$ cat src/rtl/ctrl_data_rx.sv
// Receiving sink for the ctrl/data valid-ready stream: DEPTH-entry FIFO decoupling,
// packet counting on delivered LAST beats, and a sticky upstream protocol checker.
module ctrl_data_rx #(
  parameter int CTRL_BITS = 8,
  parameter int DATA_BITS = 32,
  parameter int DEPTH     = 4,
  parameter int CNT_BITS  = 16
) (
  input  logic                       clk,
  input  logic                       rst_n,
  input  logic [CTRL_BITS-1:0]       s__ctrl,
  input  logic [DATA_BITS-1:0]       s__data,
  input  logic                       s__valid,
  output logic                       s__ready,
  output logic [CTRL_BITS-1:0]       m__ctrl,
  output logic [DATA_BITS-1:0]       m__data,
  output logic                       m__valid,
  input  logic                       m__ready,
  output logic [$clog2(DEPTH):0]     level,
  output logic [CNT_BITS-1:0]        pkt_cnt,
  output logic                       proto_err,
  input  logic                       clr_err
);

  localparam int PW = $clog2(DEPTH);
  localparam int LW = PW + 1;
  localparam logic [LW-1:0] FULL_LVL = LW'(DEPTH);

  typedef enum logic {ST_IDLE, ST_STALL} state_t;

  logic [CTRL_BITS-1:0] mem_ctrl [DEPTH];
  logic [DATA_BITS-1:0] mem_data [DEPTH];
  logic [PW-1:0]        wr_ptr;
  logic [PW-1:0]        rd_ptr;
  logic                 push;
  logic                 pop;

  state_t               state_q;
  state_t               state_d;
  logic                 capture;
  logic                 err_set;
  logic [CTRL_BITS-1:0] held_ctrl;
  logic [DATA_BITS-1:0] held_data;

  // Ready/valid derive only from registered occupancy, so there is no s__ -> m__
  // or m__ready -> s__ready combinational path.
  assign s__ready = (level != FULL_LVL);
  assign m__valid = (level != '0);
  assign push     = s__valid & s__ready;
  assign pop      = m__valid & m__ready;
  assign m__ctrl  = mem_ctrl[rd_ptr];
  assign m__data  = mem_data[rd_ptr];

  // ---- storage write stage (data path, not reset) ----
  always_ff @(posedge clk) begin
    if (push) begin
      mem_ctrl[wr_ptr] <= s__ctrl;
      mem_data[wr_ptr] <= s__data;
    end
    if (capture) begin
      held_ctrl <= s__ctrl;
      held_data <= s__data;
    end
  end

  // ---- control state: pointers, occupancy, counters ----
  // DEPTH is a power of two, so natural pointer overflow is the modulo wrap.
  always_ff @(posedge clk or negedge rst_n) begin
    if (!rst_n) begin
      wr_ptr    <= '0;
      rd_ptr    <= '0;
      level     <= '0;
      pkt_cnt   <= '0;
      state_q   <= ST_IDLE;
      proto_err <= 1'b0;
    end else begin
      if (push) wr_ptr <= wr_ptr + 1'b1;
      if (pop)  rd_ptr <= rd_ptr + 1'b1;
      case ({push, pop})
        2'b10:   level <= level + 1'b1;
        2'b01:   level <= level - 1'b1;
        default: level <= level;
      endcase
      if (pop && m__ctrl[0]) pkt_cnt <= pkt_cnt + 1'b1;
      state_q <= state_d;
      if (err_set)      proto_err <= 1'b1;
      else if (clr_err) proto_err <= 1'b0;
    end
  end

  // A stalled beat must stay valid and stable until it is accepted.
  always_comb begin
    state_d = state_q;
    capture = 1'b0;
    err_set = 1'b0;
    case (state_q)
      ST_IDLE: begin
        if (s__valid && !s__ready) begin
          state_d = ST_STALL;
          capture = 1'b1;
        end
      end
      ST_STALL: begin
        if (!s__valid || (s__ctrl != held_ctrl) || (s__data != held_data)) begin
          err_set = 1'b1;
          state_d = ST_IDLE;
        end else if (s__ready) begin
          state_d = ST_IDLE;
        end
      end
      default: state_d = ST_IDLE;
    endcase
  end

endmodule

$ cat config.mk
export PLATFORM = sky130hd
export DESIGN_NAME = ctrl_data_rx
export DESIGN_NICKNAME = d
export VERILOG_FILES = /design/src/rtl/ctrl_data_rx.sv
export SDC_FILE = /design/constraint.sdc
export NUM_CORES = 1
export LEC_CHECK = 0
export CAP_MARGIN = 20
export CORE_MARGIN = 8
export CORE_UTILIZATION = 45
export CTS_BUF_LIST = sky130_fd_sc_hd__clkbuf_4
export DETAILED_ROUTE_END_ITERATION = 8
export MAX_ROUTING_LAYER = met4
export PLACE_DENSITY = 0.77
export SLEW_MARGIN = 15
export SYNTH_ARGS = -nofsm -noshare
export SYNTH_HDL_FRONTEND = slang
export SYNTH_SLANG_ARGS = --single-unit
$ cat constraint.sdc
create_clock -name clk -period 8.25 [get_ports clk]
set_clock_uncertainty 0.15 [all_clocks]
set_input_delay 1.65 -clock clk [delete_from_list [all_inputs] [get_ports clk]]
set_output_delay 1.65 -clock clk [all_outputs]
set_load 0.02 [all_outputs]
==> out/qor.yml <==
global_routing:
  gr-usage-all-layers_pct: 15.2
  grt_pass1_wl_mm: 27.1
  first_global_vias: 4812
  grt_overflow_total: 0
  antenna_found_initial: 2
  grt_max_degree: 43
run:
  maxCapViolations: 0
clocking:
  cts_setup_buffers: 0
  cts_buffers: 57
  insertion_delay_ns: 0.63
  cts_sinks: 225
  ctsRootBufferMaster: "clkbuf_4"
  clk_pin_slew_ns: 0.06
  cts_hold_buf: 0
  ctsHtreeMaxLevel: 2
  cts_tree: "built"
  cts_resized: 0
  cts.path.max_buffers: 3
worst_hold_path:
  hp-class: "register to register"
synth:
  yosysSeqAreaShare_pct: 77.1
  async_flop_share_pct: 11.1
  synth_area_per_cell_um2: 20.8
  yosysWarnings: 0
  yosys.cell_types.count: 33
  synthesis.area_um2: 8600
  ys.flop_type: "edfxtp_1"
  syn_inst: 413
  synth_edf_count: 200
  synth_seq_cells: 225
  synth_nets: 465
timing:
  worst_slew_pin_slew_ns: 0.900
  hold_ws_ns: 0.323
  finalCriticalPeriod_ns: 4.68
  setup_tns_ns: 0
  finalHoldViolations: 0
  rsz0062_at_grt: "no"
  final_max_slew_viol_count: 0
  slew_headroom_pct: 40.0
  fin_crit_sh_pct: 56.7
  fmaxAchievable_ghz: 0.214
  setup_viol: 0
pwr:
  power_frac_comb_pct: 31.5
  p_clk_share_pct: 23.7
  seqPwrFrac_pct: 44.8
  power.switching_mw: 1.16
  p_int_mw: 2.51
  netSwitchingFraction_pct: 31.6
  p_leak_nw: 3.73
  vdd_drop_max_uv: 238
  powerDensity_nw_per_um2: 342
floorplanning:
  initial_core_util_pct: 45.8
  die_height_um: 154
  std_cell_rows: 50
  dieArea_um2: 23800
  io-pin-count: 107
  core_um2: 18800
  die_w_um: 154
layout:
  design_area_um2: 10700
  fin_nets: 627
  area_growth_pct: 24.7
  layout-drive-gt1-share_pct: 23.7
detailed_routing:
  drt_pass1_iterations: 7
  post_drt_wl_per_cell_um: 20.1
  antenna_left: 0
  drc_errors: 0
  routed_wirelength_mm: 17.1
  via_per_inst: 5.20
  first_iter_violations: 316
  routed-via-count: 4434
critical_path:
  crit_type: "register to output pin"
  critical_path_arrival_ns: 2.88
  start_kind: "register"
  worstPathRequired_ns: 6.45
  critPathMaxFanout: 42
  crit_path_end_kind: "output pin"
placed_design:
  placedInstanceArea_um2: 10000
  place_hpwl_mm: 10.8
  io_buffers: 106
  gp_congestion: 0.774
status:
  status: "complete, no violations"
logic make-up after synthesis:
logic type      after synthesis  share of synthesized area, %
mux                          43                          10.8
xor+xnor                     58                          5.90
fa+ha+maj                     7                          1.11
buf+inv                      20                         0.974
simple gates                 55                          3.55
flops                       225                          77.1
compound gates                5                         0.553
synth_stat cells, types with 7 or more instances:
| cell | n | share of area [%] |
|---|---|---|
| and3_1 | 7 | 0.51 |
| dfrtp_1 | 25 | 7.3 |
| edfxtp_1 | 200 | 70 |
| inv_1 | 10 | 0.44 |
| mux4_2 | 40 | 10 |
| nand2_1 | 9 | 0.39 |
| nand3_1 | 8 | 0.47 |
| nor2_1 | 7 | 0.31 |
| nor4_1 | 8 | 0.58 |
| xnor2_1 | 16 | 1.6 |
| xor2_1 | 42 | 4.3 |
cells in the final DEF, fill, tap and decap left out, drive strengths merged, types with 2 or more instances in the layout:
cell           netlist  routed
mux4                40      40
edfxtp             200     200
inv                 10      11
ha                   6       6
nand2               10      10
xor2                42      42
nand3                8       8
nor2                 7       7
and3                 7       7
nor4                 8       8
clkdlybuf4s50        0     105
nor3                 3       3
mux2                 2       2
buf                  9       8
diode                0       2
clkinv               0      21
nand4                6       6
dfrtp               25      25
xnor2               16      16
nand2b               2       2
clkbuf               1      79
area by class of cell:
class | instances | area (µm²)
clock buffers | 79 | 593
clock inverters | 22 | 87.6
diodes | 2 | 5.00
flip-flops and latches | 225 | 6640
repair buffers | 113 | 1180
multi-input cells | 168 | 1900
fillers | 1431 | 8040
well taps | 234 | 293
inverters | 10 | 37.5
critical path, stage by stage, from the launching register on:
cell and delay (ns):
dfrtp_4 1.02, mux4_2 0.65, clkdlybuf4s50_1 0.59
metrics by stage:
stage	total power [mW]	util, %	setup WS [ns]	std cells
after global routing	3.86	57.2	3.37	853
after CTS	3.72	57.1	3.45	850
after detailed placement	2.84	53.4	4.06	749
after global placement	2.78	53.0	4.11	745
final	3.66	57.2	3.57	853
after floorplan	2.29	-	2.98	413
routing by layer:
| metal | vias up | track usage, % | share of wire [%] |
|---|---|---|---|
| met4 | 0 | 6.95 | 3.4 |
| met1 | 2228 | 18.2 | 42 |
| met5 | - | - | 0 |
| met3 | 48 | 4.71 | 6.5 |
| met2 | 148 | 23.4 | 49 |
| li1 | 2010 | - | - |
path summary, 6_finish.rpt:
path                                    startpoint                       to  slack (ns)  depth (start not counted)
hold reg to reg            pkt_cnt[15]$_DFFE_PN0P_  pkt_cnt[15]$_DFFE_PN0P_        0.32                          1
max in group asynchronous                    rst_n    rd_ptr[0]$_DFFE_PN0P_        6.61                          1
hold / removal             pkt_cnt[15]$_DFFE_PN0P_  pkt_cnt[15]$_DFFE_PN0P_        0.32                          1
min in group asynchronous                    rst_n  pkt_cnt[10]$_DFFE_PN0P_        0.86                          1
setup reg to reg             rd_ptr[0]$_DFFE_PN0P_  pkt_cnt[11]$_DFFE_PN0P_        5.81                          5
setup / recovery             rd_ptr[0]$_DFFE_PN0P_               m__ctrl[0]        3.57                          2
power by group through the flow:
stage | clock network (mW) | registers (mW) | logic, mW
floorplan | 0 | 1.59 | 0.692
detailed placement | 0 | 1.70 | 1.14
finish | 0.869 | 1.64 | 1.15
global placement | 0 | 1.69 | 1.09
CTS | 0.898 | 1.68 | 1.14
global route | 0.956 | 1.67 | 1.23
sequential cells by signal, summed over array words and instances (netlist names), 2 cells and up:
name / cells
pkt_cnt: 16
mem_ctrl: 32
level: 3
held_data: 32
mem_data: 128
held_ctrl: 8
wr_ptr: 2
rd_ptr: 2
Power figures use the tool's default switching activity.
